$ cat src/rtl/apb_master_arb.sv
// -----------------------------------------------------------------------------
// apb_master_arb
//   Round-robin arbiter in front of a single APB master port. N_REQ local
//   requesters issue single read/write commands over valid/ready. One command
//   is granted at a time and driven through APB SETUP/ACCESS. PREADY wait
//   states are supported, with an optional wait-state timeout. Completion is
//   returned to the granted requester as a one-cycle rsp_valid pulse.
//
// Parameters
//   N_REQ    number of requesters (2..8)
//   ADDR_W   address width
//   DATA_W   data width
//   TIMEOUT  max ACCESS cycles with PREADY=0 before abort (0 = never abort)
//
// Ports
//   PCLK, PRESETn   clock, asynchronous active-low reset
//   req_valid       per-requester command pending
//   req_write       per-requester 1 = write, 0 = read
//   req_addr        packed addresses, requester i at [i*ADDR_W +: ADDR_W]
//   req_wdata       packed write data, same packing
//   req_ready       one-hot accept pulse (combinational)
//   rsp_valid       one-hot completion pulse (registered)
//   rsp_rdata       read data, valid with rsp_valid (0 for writes/timeouts)
//   rsp_err         timeout flag, valid with rsp_valid
//   PSEL, PENABLE, PWRITE, PADDR, PWDATA, PRDATA, PREADY   APB master port
// -----------------------------------------------------------------------------
module apb_master_arb #(
  parameter int N_REQ   = 2,
  parameter int ADDR_W  = 32,
  parameter int DATA_W  = 32,
  parameter int TIMEOUT = 16
) (
  input  logic                    PCLK,
  input  logic                    PRESETn,
  input  logic [N_REQ-1:0]        req_valid,
  input  logic [N_REQ-1:0]        req_write,
  input  logic [N_REQ*ADDR_W-1:0] req_addr,
  input  logic [N_REQ*DATA_W-1:0] req_wdata,
  output logic [N_REQ-1:0]        req_ready,
  output logic [N_REQ-1:0]        rsp_valid,
  output logic [DATA_W-1:0]       rsp_rdata,
  output logic                    rsp_err,
  output logic                    PSEL,
  output logic                    PENABLE,
  output logic                    PWRITE,
  output logic [ADDR_W-1:0]       PADDR,
  output logic [DATA_W-1:0]       PWDATA,
  input  logic [DATA_W-1:0]       PRDATA,
  input  logic                    PREADY
);

  localparam int GW = (N_REQ > 1) ? $clog2(N_REQ) : 1;
  // Counter must hold TIMEOUT itself without wrapping.
  localparam int CW = (TIMEOUT < 1) ? 1 : $clog2(TIMEOUT + 1);
  // Wait count at the start of the last permitted ACCESS cycle.
  localparam logic [CW-1:0] WAIT_LAST = (TIMEOUT > 0) ? CW'(TIMEOUT - 1) : '0;

  typedef enum logic [1:0] {
    ST_IDLE   = 2'd0,
    ST_SETUP  = 2'd1,
    ST_ACCESS = 2'd2
  } state_e;

  state_e              state_q, state_d;
  logic [GW-1:0]       last_grant_q, last_grant_d;
  logic [CW-1:0]       wait_cnt_q, wait_cnt_d;
  logic                pwrite_q, pwrite_d;
  logic [ADDR_W-1:0]   paddr_q, paddr_d;
  logic [DATA_W-1:0]   pwdata_q, pwdata_d;
  logic [N_REQ-1:0]    rsp_valid_q, rsp_valid_d;
  logic [DATA_W-1:0]   rsp_rdata_q, rsp_rdata_d;
  logic                rsp_err_q, rsp_err_d;

  logic                grant_found;
  logic [GW-1:0]       grant_idx;
  logic [N_REQ-1:0]    ready_raw;

  // Rotating-priority search starting just after the last granted requester.
  always_comb begin
    int            idx;
    logic [GW-1:0] cand;
    grant_found = 1'b0;
    grant_idx   = '0;
    idx         = 0;
    cand        = '0;
    for (int k = 1; k <= N_REQ; k++) begin
      idx  = (int'(last_grant_q) + k) % N_REQ;
      cand = idx[GW-1:0];
      if (!grant_found && req_valid[cand]) begin
        grant_found = 1'b1;
        grant_idx   = cand;
      end
    end
  end

  always_comb begin
    // NOTE: every variable gets a default before the case so no path leaves
    // it unassigned, which would otherwise infer a latch.
    state_d      = state_q;
    last_grant_d = last_grant_q;
    wait_cnt_d   = wait_cnt_q;
    pwrite_d     = pwrite_q;
    paddr_d      = paddr_q;
    pwdata_d     = pwdata_q;
    rsp_valid_d  = '0;
    rsp_rdata_d  = rsp_rdata_q;
    rsp_err_d    = rsp_err_q;
    ready_raw    = '0;

    case (state_q)
      ST_IDLE: begin
        // Requests are only looked at here; anything raised while busy
        // simply waits for the next IDLE cycle.
        if (grant_found) begin
          ready_raw[grant_idx] = 1'b1;
          last_grant_d         = grant_idx;
          pwrite_d             = req_write[grant_idx];
          paddr_d              = req_addr[grant_idx*ADDR_W +: ADDR_W];
          pwdata_d             = req_wdata[grant_idx*DATA_W +: DATA_W];
          wait_cnt_d           = '0;
          state_d              = ST_SETUP;
        end
      end

      ST_SETUP: begin
        state_d = ST_ACCESS;
      end

      ST_ACCESS: begin
        // last_grant_q still names the requester that owns this transfer.
        if (PREADY) begin
          rsp_valid_d[last_grant_q] = 1'b1;
          rsp_rdata_d               = pwrite_q ? '0 : PRDATA;
          rsp_err_d                 = 1'b0;
          state_d                   = ST_IDLE;
        end else if (TIMEOUT != 0 && wait_cnt_q == WAIT_LAST) begin
          rsp_valid_d[last_grant_q] = 1'b1;
          rsp_rdata_d               = '0;
          rsp_err_d                 = 1'b1;
          state_d                   = ST_IDLE;
        end else if (wait_cnt_q != '1) begin
          // Saturate so an unbounded wait (TIMEOUT = 0) never wraps.
          wait_cnt_d = wait_cnt_q + 1'b1;
        end
      end

      default: state_d = ST_IDLE;
    endcase
  end

  always_ff @(posedge PCLK or negedge PRESETn) begin
    if (!PRESETn) begin
      state_q      <= ST_IDLE;
      last_grant_q <= GW'(N_REQ - 1);
      wait_cnt_q   <= '0;
      pwrite_q     <= 1'b0;
      paddr_q      <= '0;
      pwdata_q     <= '0;
      rsp_valid_q  <= '0;
      rsp_rdata_q  <= '0;
      rsp_err_q    <= 1'b0;
    end else begin
      // NOTE: non-blocking assignments so every flop samples the values from
      // before this edge, independent of statement order.
      state_q      <= state_d;
      last_grant_q <= last_grant_d;
      wait_cnt_q   <= wait_cnt_d;
      pwrite_q     <= pwrite_d;
      paddr_q      <= paddr_d;
      pwdata_q     <= pwdata_d;
      rsp_valid_q  <= rsp_valid_d;
      rsp_rdata_q  <= rsp_rdata_d;
      rsp_err_q    <= rsp_err_d;
    end
  end

  // The accept pulse is combinational, so it is gated by reset directly.
  assign req_ready = ready_raw & {N_REQ{PRESETn}};
  assign rsp_valid = rsp_valid_q;
  assign rsp_rdata = rsp_rdata_q;
  assign rsp_err   = rsp_err_q;
  assign PSEL      = (state_q != ST_IDLE);
  assign PENABLE   = (state_q == ST_ACCESS);
  assign PWRITE    = pwrite_q;
  assign PADDR     = paddr_q;
  assign PWDATA    = pwdata_q;

endmodule
$ cat config.mk
export PLATFORM = sky130hd
export DESIGN_NAME = apb_master_arb
export DESIGN_NICKNAME = d
export VERILOG_FILES = /design/src/rtl/apb_master_arb.sv
export SDC_FILE = /design/constraint.sdc
export NUM_CORES = 1
export LEC_CHECK = 0
export CAP_MARGIN = 20
export CORE_MARGIN = 2
export CORE_UTILIZATION = 38
export DETAILED_ROUTE_END_ITERATION = 6
export PLACE_DENSITY = 0.81
export SYNTH_ARGS = -nofsm -noshare
export SYNTH_HDL_FRONTEND = slang
export SYNTH_SLANG_ARGS = --single-unit
$ cat constraint.sdc
create_clock -name PCLK -period 3 [get_ports PCLK]
set_input_delay 0.45 -clock PCLK [delete_from_list [all_inputs] [get_ports PCLK]]
set_output_delay 0.45 -clock PCLK [all_outputs]
set_load 0.03 [all_outputs]
---- Word-level counts from Yosys, hierarchy flattened ----
Cells that the tools add are included.
operators by class
  add/subtract/negate cells ............... 3
  $lt $le $gt $ge ......................... 6
  eq/ne operators ......................... 9
  shift operators ......................... 2
  mux-type cells .......................... 33
  bitwise operators ....................... 1
  reductions and logical operators ........ 12
operators by type and width
  operator                                                                count
  64-bit by 7-bit variable part select with 32-bit output                 2
  32-bit 2-to-1 mux                                                       3
  5-bit 2-to-1 mux                                                        4
  2-bit 2-to-1 mux                                                        8
  1-bit 2-to-1 mux                                                        14
  5-bit one-hot mux with 2 select lines                                   1
  1-bit by 2-bit < comparator with 1-bit output (second input constant)   4
  2-bit != test (second input constant)                                   3
  2-bit one-hot mux with 3 select lines                                   1
  2-bit AND reduction                                                     3
  2-bit nonzero test                                                      3
  5-bit by 1-bit adder with 5-bit output (second input constant)          1
  5-bit by 4-bit equality test with 1-bit output (second input constant)  1
  5-bit != test (second input constant)                                   1
  5-bit AND reduction                                                     1
  1-bit logical AND                                                       3
  3-bit by 1-bit != test with 1-bit output (second input constant)        1
  1-bit adder (second input constant)                                     2
  2-bit bitwise AND                                                       1
  1-bit demux with 1-bit select                                           2
  2-bit by 1-bit equality test with 1-bit output (second input constant)  1
  2-bit equality test (second input constant)                             1
  1-bit >= comparator (second input constant)                             2
  2-bit logical NOT                                                       1
  2 further kinds                                                         2
storage, ports and cells
  bits in registers ....................... 108
  input port bits ......................... 167
  output and inout port bits .............. 104
  word-level logic and storage cells ...... 75

---- Logic depth before layout (Yosys ltp) ----
Gate-level depths: netlist (run 1).
  depth after elaboration ................. 14
  depth in mapped cells ................... 7
  gate-level depth less buffers ........... 7

---- Worst setup path before layout (run 1) ----
No wires, ideal clock.
  path kind ............................... register to register
  start ................................... reg wait_cnt_q[0]
  end ..................................... reg wait_cnt_q[3]
  setup time .............................. 77 ps
  data arrival time ....................... 2,045 ps
  required time ........................... 2,923 ps
  slack ................................... 878 ps
  stages on the path, launching flop included .. 8
  path buffers ............................ 0
  clock period less this slack ............ 2,122 ps
  path through ............................ dfrtp_1 -> ha_1 -> and3_1 -> ha_1 -> o21a_1 -> a2111o_1 -> or3_1 -> a21oi_1
between the ends
  longest elaborated chain between the ends .. 5
  elaborated cells on any way between the ends .. 10
  classes of those cells .................. add/sub: 1; eq/ne: 4; mux: 4; reduce/logical: 1
RTL lines
  what                                    line  source
  start, declared                         66    logic [CW-1:0] wait_cnt_q, wait_cnt_d;
  start signal, assigned                  167   wait_cnt_q <= wait_cnt_d;
  5-bit by 1-bit adder with 5-bit output  143   wait_cnt_d = wait_cnt_q + 1'b1;
  5-bit 2-to-1 mux                        141   end else if (wait_cnt_q != '1) begin
  5-bit 2-to-1 mux                        136   end else if (TIMEOUT != 0 && wait_cnt_q == WAIT_LAST) begin
  5-bit 2-to-1 mux                        131   if (PREADY) begin
  5-bit one-hot mux with 2 select lines   110   case (state_q)
Several ways; a longest one is shown, not always the timed one. The select of a mux whose other input is x is not followed.
A chain may end at the register's enable or synchronous reset.

---- Worst setup path after layout (run 1) ----
  start ................................... in req_valid[1]
  end ..................................... out req_ready[1]
between the ends
  longest elaborated chain between the ends .. 13
  elaborated cells on any way between the ends .. 18
  classes of those cells .................. order compare: 2; mux: 12; bitwise: 1; reduce/logical: 3
RTL lines
  what                                                                                                               line  source
  start, declared                                                                                                    35    input logic [N_REQ-1:0] req_valid,
  1-bit 2-to-1 mux (implied by the code) (2 in series)                                                               89    if (!grant_found && req_valid[cand]) begin
  1-bit 2-to-1 mux                                                                                                   89
  1-bit logical NOT                                                                                                  89
  1-bit logical AND                                                                                                  89
  1-bit 2-to-1 mux                                                                                                   89
  1-bit by 2-bit < comparator with 1-bit output (implied by the code) / 1-bit >= comparator (equally long branches)  115   ready_raw[grant_idx] = 1'b1;
  1-bit logical AND (implied by the code)                                                                            115
  1-bit 2-to-1 mux (implied by the code)                                                                             115
  1-bit demux with 1-bit select                                                                                      115
  2-bit 2-to-1 mux *                                                                                                 114   if (grant_found) begin
  2-bit 2-to-1 mux *                                                                                                 110
  2-bit bitwise AND *                                                                                                178   assign req_ready = ready_raw & {N_REQ{PRESETn}};
  end, declared                                                                                                      39    output logic [N_REQ-1:0] req_ready,
Mark *: on every way between the ends. The rest lies on a longest branch, timed or not. The select of a mux whose other input is x is not followed.

==> impl_metrics.yaml, run 1 <==
sta:
  finalSetupTns_ps: 0
  setup_viol: 0
  layout_worst_path_cycle_share_pct: 86.73
  rsz0062_at_grt: "false"
  worstMarginPinSlew_ps: 773.3
  hold_violations: 0
  max_freq_ghz: 0.3843
  slew-limit-headroom_pct: 47.12
  worst_clock_skew_ps: 8.897
  period_minus_slack_ps: 2602
  final-max-slew-violation-count: 0
  fin_worst_hold_slack_ps: 207.9
logic_synthesis:
  yosys_warnings: 0
  synth.cell_area_sq_um: 4586
  ys_seq_elements: 108
  synth_cell_type_count: 32
  ys_seq_area_share_pct: 58.96
  postSynthCellCount: 396
  postSynthAreaPerCell_sq_um: 11.58
  synthesis.nets: 567
finish:
  fin_area_sq_um: 7742
  syn_to_final_growth_pct: 68.84
  n_fill_cell: 947
  nets: 829
  diodes: 0
  layout-drive-gt1-share_pct: 5.279
setup_path:
  crit_chain: "clkdlybuf4s50_1 -> a21boi_4 -> and3_1 -> clkdlybuf4s50_1"
  crit_cells: 4
  arrival_ps: 2150
  slowest_delay_ps: 710
  cp-end-kind: "output port"
  path_class: "in2out"
  worstPathRequired_ps: 2550
  path_delay_family: "buffers and inverters"
  path_buf_inv: 2
  worstPathMaxFanout: 3
  crit_path_start_kind: "input port"
  critical_path.most_common_cell: "clkdlybuf4s50_1"
  crit_slowest_cell: "clkdlybuf4s50_1"
  reg2reg_depth: 7
die:
  dieArea_sq_um: 12960
  start_util_pct: 38.50
  die_w_um: 113.9
  num_rows: 40
  ios: 271
  core_area_sq_um: 11910
  fp.dieH_um: 113.9
global_routing:
  grt_start_max_net_pins: 62
  grt_antenna_before_repair: 0
  grt_pass1_vias: 4240
  grt_util_all_layers_pct: 22.43
  grt_pass1_wl_um: 22560
  gr-total-overflow: 0
placement:
  io_buffers: 270
  dp_hpwl_um: 10740
  place_area_sq_um: 7433
  gp_congestion: 0.8165
clocking:
  cts_buffers: 9
  cts_max_level: 3
  cts_tree: "done"
  clk_latency_ps: 350
  postCtsSetupBuffers: 0
  clk_path_buf_depth: 2
  numClockSinks: 108
  ctsResizeCount: 0
  path_clk_slew_ps: 70
  cts-root-buf: "clkbuf_16"
  holdBufCountCts: 0
power:
  irDropWorstVdd_v: 0.0005546
  leakagePower_uw: 0.003417
  power.density_nw_per_um2: 1051
detailed_routing:
  drt_iter0_markers: 190
  drc_errors: 0
  ant_nets: 0
  dr.pass1.iters: 4
  wirelength_um: 14390
  viasPerCell: 5.106
  routedWlPerCell_um: 17.77
  vias: 4136
run:
  timing.max_cap.violations: 0
hold_path:
  hold_class: "in2async"
run_status:
  run_status: "finished clean"
## Yosys cell counts, drive strengths merged
cell type	instances	area, sq um
o31ai	1	7.510
a2111oi	1	8.760
nor3	1	5.000
a21boi	1	11.26
o21ai	52	264.0
nor2b	1	6.260
nand2b	2	12.51
or3	2	12.51
and2	2	12.51
a221o	26	260.3
dfstp	1	26.28
dfrtp	107	2678
nor4	1	6.260
clkbuf	13	48.80
nand3	2	10.01
nor2	6	25.03
a2111o	1	11.26
mux2i	39	390.4
nand2	50	187.7
ha	4	50.05
a21oi	4	20.02
buf	16	78.82
a22o	27	236.5
inv	6	22.52
and3	28	175.2
mux2	1	11.26
o21a	1	7.510
## per-stage QoR
step                      cells  util [%]  total power, uW  setup WS (ps)
after floorplan             396         -             4977          877.6
after global placement      794     62.41             6835          401.1
after detailed placement    794     62.41             6940          289.9
after CTS                   810     65.00             8207          414.1
after global routing        810     65.00             8592          386.7
final                       810     65.00             8135          398.0
## routing by layer
metal / GRT usage (%) / vias to the layer above / share of wire, %
li1: - / 1968 / -
met1: 26.85 / 1980 / 39
met2: 38.36 / 158 / 51
met3: 6.057 / 30 / 7.1
met4: 9.268 / 0 / 2.8
met5: 0 / - / 0
## cells by family after synthesis
kind of cell	count (synthesis)	share of synthesized area, %
compound gates	114	18.04
flops	108	58.96
simple gates	95	9.877
mux	40	8.758
buf+inv	35	3.274
fa+ha+maj	4	1.091
## power breakdown
part	internal [uW]	total (uW)	switching [uW]
logic	1890	4370	2480
registers	2130	2530	400
clock network	678	1230	557
## flip-flops by register name, summed over array words and instances, names as in the netlist
| register | count |
|---|---|
| PADDR | 32 |
| PWDATA | 32 |
| rsp_rdata | 32 |
| wait_cnt_q | 5 |
| rsp_valid | 2 |
| state_q | 2 |
| PWRITE | 1 |
| last_grant_q | 1 |
| rsp_err | 1 |
## final cells by class
class | count | area (sq um) | share of cell area [%]
Timing Repair Buffer | 280 | 2773 | 35.81
Sequential cell | 108 | 2704 | 34.92
Multi-Input combinational cell | 253 | 1750 | 22.61
Tap cell | 147 | 183.9 | 2.376
Inverter | 6 | 22.52 | 0.2909
Clock inverter | 6 | 70.07 | 0.9050
Clock buffer | 10 | 239.0 | 3.087
## placed cells by master (no fill, tap or decap), types with 9 or more instances in the layout
cell             instances
buf_4                   12
clkbuf_16                9
and3_1                  28
o21ai_0                 50
nand2_1                 50
a22o_1                  27
a221o_1                 26
mux2i_1                 39
clkdlybuf4s50_1        268
dfrtp_1                107
## final timing paths
kind | startpoint | end | slack (ps)
setup / recovery | req_valid[1] | req_ready[1] | 400
hold / removal | PRESETn | PADDR[28]$_DFFE_PN0P_ | 210
setup reg to reg | wait_cnt_q[0]$_DFFE_PN0P_ | wait_cnt_q[1]$_DFFE_PN0P_ | 680
hold reg to reg | PWDATA[8]$_DFFE_PN0P_ | PWDATA[8]$_DFFE_PN0P_ | 480
max in group asynchronous | PRESETn | PADDR[9]$_DFFE_PN0P_ | 1590
min in group PCLK | PWDATA[8]$_DFFE_PN0P_ | PWDATA[8]$_DFFE_PN0P_ | 480
(Power assumes the default switching activity.)
==> run 2, diff against run 1 <==
--- a/config.mk
+++ b/config.mk
@@ -6,10 +6,13 @@
 export NUM_CORES = 1
 export LEC_CHECK = 0
 export CAP_MARGIN = 20
+export CELL_PAD_IN_SITES_DETAIL_PLACEMENT = 0
+export CELL_PAD_IN_SITES_GLOBAL_PLACEMENT = 2
 export CORE_MARGIN = 2
-export CORE_UTILIZATION = 38
+export CORE_UTILIZATION = 22
 export DETAILED_ROUTE_END_ITERATION = 6
-export PLACE_DENSITY = 0.81
+export PLACE_DENSITY_LB_ADDON = 0.1
+export SKIP_CTS_REPAIR_TIMING = 1
 export SYNTH_ARGS = -nofsm -noshare
 export SYNTH_HDL_FRONTEND = slang
 export SYNTH_SLANG_ARGS = --single-unit
==> impl_metrics.yaml, run 2 (synthesized netlist as in run 1, its figures left out) <==
run_status:
  run_status: "finished clean"
sta:
  setup_viol: 0
  finalSetupTns_ps: 0
  rsz0062_at_grt: "false"
  final.setup.worst_slack_ps: 680.6
  layout_worst_path_cycle_share_pct: 77.31
  final-max-slew-violation-count: 0
  max_freq_ghz: 0.4311
  slew-limit-headroom_pct: 52.44
  worstMarginPinSlew_ps: 713.3
  worst_clock_skew_ps: 9.340
  hold_violations: 0
  period_minus_slack_ps: 2319
power:
  power_uw: 8132
  power.density_nw_per_um2: 1029
  leakagePower_uw: 0.003420
  irDropWorstVdd_v: 0.0004075
setup_path:
  arrival_ps: 1870
  path_class: "reg2out"
  path_delay_family: "buffers and inverters"
  crit_path_start_kind: "flip-flop"
  worstPathRequired_ps: 2550
  slowest_delay_ps: 700
  worstPathMaxFanout: 7
  cp-end-kind: "output port"
  crit_slowest_cell: "clkdlybuf4s50_1"
  path_buf_inv: 2
  crit_chain: "nand2b_1 -> inv_2 -> clkdlybuf4s50_1"
global_routing:
  gr-total-overflow: 0
  grt_start_max_net_pins: 80
  grt_pass1_wl_um: 24980
  grt_util_all_layers_pct: 14.67
  grt_pass1_vias: 4236
  grt_antenna_before_repair: 0
die:
  die_w_um: 148.4
  num_rows: 52
  fp.dieH_um: 148.4
  core_area_sq_um: 20360
  dieArea_sq_um: 22020
  ios: 271
  start_util_pct: 22.52
finish:
  fin_area_sq_um: 7904
  n_fill_cell: 2004
  diodes: 0
  syn_to_final_growth_pct: 72.36
  final_cell_mix: "267 x clkdlybuf4s50_1, 107 x dfrtp_1, 50 x o21ai_0, 50 x nand2_1, 39 x mux2i_1"
  final_common_cell: "clkdlybuf4s50_1"
  seqCellArea_sq_um: 2704
  multi_input_area_sq_um: 1753
  layout-drive-gt1-share_pct: 5.581
  nets: 829
detailed_routing:
  viasPerCell: 4.384
  drt_iter0_markers: 120
  wirelength_um: 15820
  drc_errors: 0
  ant_nets: 0
  routedWlPerCell_um: 16.96
  dr.pass1.iters: 4
  vias: 4090
placement:
  pre_cts_slack_ps: 716.5
  place_area_sq_um: 7612
  io_buffers: 270
  dp_hpwl_um: 11980
  gp_congestion: 0.7349
clocking:
  clk_latency_ps: 350
  numClockSinks: 108
  cts_tree: "done"
  cts_buffers: 9
  cts-root-buf: "clkbuf_16"
  clk_path_buf_depth: 2
  path_clk_slew_ps: 80
  cts_max_level: 3
hold_path:
  hold_class: "in2async"
run:
  timing.max_cap.violations: 0
-- run 2: final timing paths --
kind / slack [ps] / end / cells past startpoint / from
max: 680 / PENABLE / 3 / state_q[0]$_DFFE_PN0P_
min in group PCLK: 480 / PWDATA[30]$_DFFE_PN0P_ / 2 / PWDATA[30]$_DFFE_PN0P_
max reg2reg: 700 / wait_cnt_q[3]$_DFFE_PN0P_ / 7 / wait_cnt_q[0]$_DFFE_PN0P_
max in group asynchronous: 1940 / PADDR[15]$_DFFE_PN0P_ / 2 / PRESETn
min: 5 / rsp_rdata[8]$_DFFE_PN0P_ / 1 / PRESETn
min reg2reg: 480 / PWDATA[30]$_DFFE_PN0P_ / 2 / PWDATA[30]$_DFFE_PN0P_
-- run 2: area by class of cell --
type | count | area share (%)
timing repair buffer | 280 | 35.36
sequential | 108 | 34.21
multi-input combinational | 253 | 22.18
tap | 270 | 4.274
clock buffer | 10 | 3.024
clock inverter | 6 | 0.6649
inverter | 6 | 0.2849
-- run 2: report_power, final --
group | total, uW | internal (uW) | switching (uW)
Sequential | 2510 | 2130 | 381
Clock | 1190 | 602 | 586
Combinational | 4430 | 1910 | 2520
-- run 2: per-stage QoR --
stage	std cells	hold slack, ps	utilization, %
final	933	5.257	38.81
after global routing	933	11.42	38.81
after floorplan	396	154.4	-
after global placement	917	397.2	37.38
after detailed placement	917	398.1	37.38
after CTS	933	2.801	38.81
-- run 2: metal layers --
metal  track usage, %  wire [um]  up-vias
met5                0          0        -
met1            18.44       6724     1910
met4            4.524        270        0
met2            22.94       7230      194
met3            6.258       1596       15
li1                 -          -     1971
==> run 3, diff against run 2 <==
--- a/config.mk
+++ b/config.mk
@@ -9,7 +9,7 @@
 export CELL_PAD_IN_SITES_DETAIL_PLACEMENT = 0
 export CELL_PAD_IN_SITES_GLOBAL_PLACEMENT = 2
 export CORE_MARGIN = 2
-export CORE_UTILIZATION = 22
+export CORE_UTILIZATION = 20
 export DETAILED_ROUTE_END_ITERATION = 6
 export PLACE_DENSITY_LB_ADDON = 0.1
 export SKIP_CTS_REPAIR_TIMING = 1
==> constraint.sdc (replaced) <==
create_clock -name PCLK -period 2.09 [get_ports PCLK]
set_input_delay 0.3135 -clock PCLK [delete_from_list [all_inputs] [get_ports PCLK]]
set_output_delay 0.3135 -clock PCLK [all_outputs]
set_load 0.03 [all_outputs]
==> impl_metrics.yaml, run 3 (synthesized netlist as in run 1, its figures left out) <==
finish:
  fin_area_sq_um: 8089
  nets: 842
  n_fill_cell: 2266
  multi_input_area_sq_um: 1768
  layout-drive-gt1-share_pct: 7.840
  seqCellArea_sq_um: 2705
  final_common_cell: "clkdlybuf4s50_1"
  final_cell_mix: "265 x clkdlybuf4s50_1, 106 x dfrtp_1, 50 x o21ai_0, 50 x nand2_1, 39 x mux2i_1"
  syn_to_final_growth_pct: 76.40
  diodes: 0
detailed_routing:
  routedWlPerCell_um: 17.37
  routed-wl-met2_um: 7503
  drt_iter0_markers: 120
  dr.pass1.iters: 4
  vias: 4171
  ant_nets: 0
  highest_layer: "met4"
  routedLengthMet1_um: 7073
  wirelength_um: 16690
  met3_length_um: 1863
  drc_errors: 0
  viasPerCell: 4.340
clocking:
  cts_buffers: 9
  numClockSinks: 108
  clk_latency_ps: 350
  cts_max_level: 3
  cts_tree: "done"
  clk_path_buf_depth: 2
  path_clk_slew_ps: 80
  cts-root-buf: "clkbuf_16"
setup_path:
  crit_chain: "ha_2 -> and3_4 -> ha_2 -> o21a_1 -> a2111o_1 -> or3_1 -> a21oi_1"
  worstPathMaxFanout: 3
  cp-end-kind: "flip-flop"
  path_buf_inv: 0
  path_class: "reg2reg"
  reg2reg_slack_ps: 80
  slowest_delay_ps: 400
  critical_path.most_common_cell: "ha_2"
  crit_slowest_cell: "dfrtp_1"
  r2r_end: "wait_cnt_q[3]$_DFFE_PN0P_"
  worstPathRequired_ps: 2360
  path_delay_family: "compound AO/OA/AOI/OAI gates"
  crit_path_start_kind: "flip-flop"
  cp-startpoint: "wait_cnt_q[0]$_DFFE_PN0P_"
  reg2reg_depth: 7
  arrival_ps: 2280
  r2r-start: "wait_cnt_q[0]$_DFFE_PN0P_"
global_routing:
  grt_pass1_vias: 4393
  gr-total-overflow: 0
  grt_antenna_before_repair: 0
  grt_pass1_wl_um: 25260
  grt_start_max_net_pins: 77
  grt_util_all_layers_pct: 13.56
run:
  timing.max_cap.violations: 0
sta:
  rsz0062_at_grt: "false"
  worst_clock_skew_ps: 9.441
  period_minus_slack_ps: 2012
  worstMarginPinSlew_ps: 425.1
  final-max-slew-violation-count: 0
  hold_violations: 0
  max_freq_ghz: 0.4971
  slew-limit-headroom_pct: 71.40
  finalSetupTns_ps: 0
  layout_worst_path_cycle_share_pct: 96.25
  setup_viol: 0
  final.setup.worst_slack_ps: 78.48
power:
  irDropWorstVdd_v: 0.0005330
  p_clk_share_pct: 14.8
  p_sw_share_pct: 42.51
  power_uw: 11960
  power.density_nw_per_um2: 1478
  power.internal_uw: 6874
  leakagePower_uw: 0.003529
  p_switching_uw: 5083
  comb_power_share_pct: 54.8
  sequentialPowerShare_pct: 30.5
die:
  fp.dieH_um: 155.4
  ios: 271
  num_rows: 55
  dieArea_sq_um: 24160
  start_util_pct: 20.32
  core_area_sq_um: 22570
  die_w_um: 155.4
placement:
  dp_hpwl_um: 12290
  pre_cts_slack_ps: -11.36
  io_buffers: 270
  place_area_sq_um: 7746
  gp_congestion: 0.7409
run_status:
  run_status: "finished clean"
hold_path:
  hold_class: "in2async"
==> run 3: layout make-up <==
| type | instances | share of cell area [%] |
|---|---|---|
| multi-input cells | 253 | 21.86 |
| clock buffers | 9 | 2.784 |
| well taps | 285 | 4.408 |
| flip-flops and latches | 108 | 33.44 |
| clock inverters | 7 | 0.9126 |
| inverters | 6 | 0.2784 |
| repair buffers | 293 | 36.32 |
==> run 3: metal layers <==
metal	up-vias	track usage (%)
met5	-	0
met4	0	3.976
met3	15	6.518
met2	198	21.66
met1	1962	16.23
li1	1996	-
==> run 3: stage by stage <==
stage	util [%]	instances	hold slack (ps)
after detailed placement	34.32	942	209.4
final	35.84	961	406.2
after floorplan	-	396	17.91
after global placement	34.32	942	204.8
after CTS	35.64	958	-183.5
after global routing	35.84	961	406.4
==> run 3: how the worst max path moves through the flow <==
stage                                 to  slack [ps]  cells past startpoint
6_report       wait_cnt_q[3]$_DFFE_PN0P_          80                      7
5_1_grt        wait_cnt_q[3]$_DFFE_PN0P_         0.5                      7
4_1_cts                          PENABLE         -80                      3
3_3_place_gp   wait_cnt_q[3]$_DFFE_PN0P_          -6                      7
3_5_place_dp   wait_cnt_q[3]$_DFFE_PN0P_         -10                      7
2_1_floorplan  wait_cnt_q[3]$_DFFE_PN0P_           3                      7
==> run 3: power groups by stage <==
stage	logic [uW]	registers, uW	clock network (uW)
4_1_cts	6610	3650	1870
2_1_floorplan	1750	5390	0
3_3_place_gp	6590	3630	0
6_report	6550	3640	1760
5_1_grt	7000	3780	1930
3_5_place_dp	6610	3660	0
==> run 3: worst register-to-register path, delay by kind of cell, from the launching register on <==
family	cells	cell delay, ps
adders and majority gates	2	380
AOI/OAI and AO/OA	3	600
DFF	1	400
and+or+nand+nor	2	550
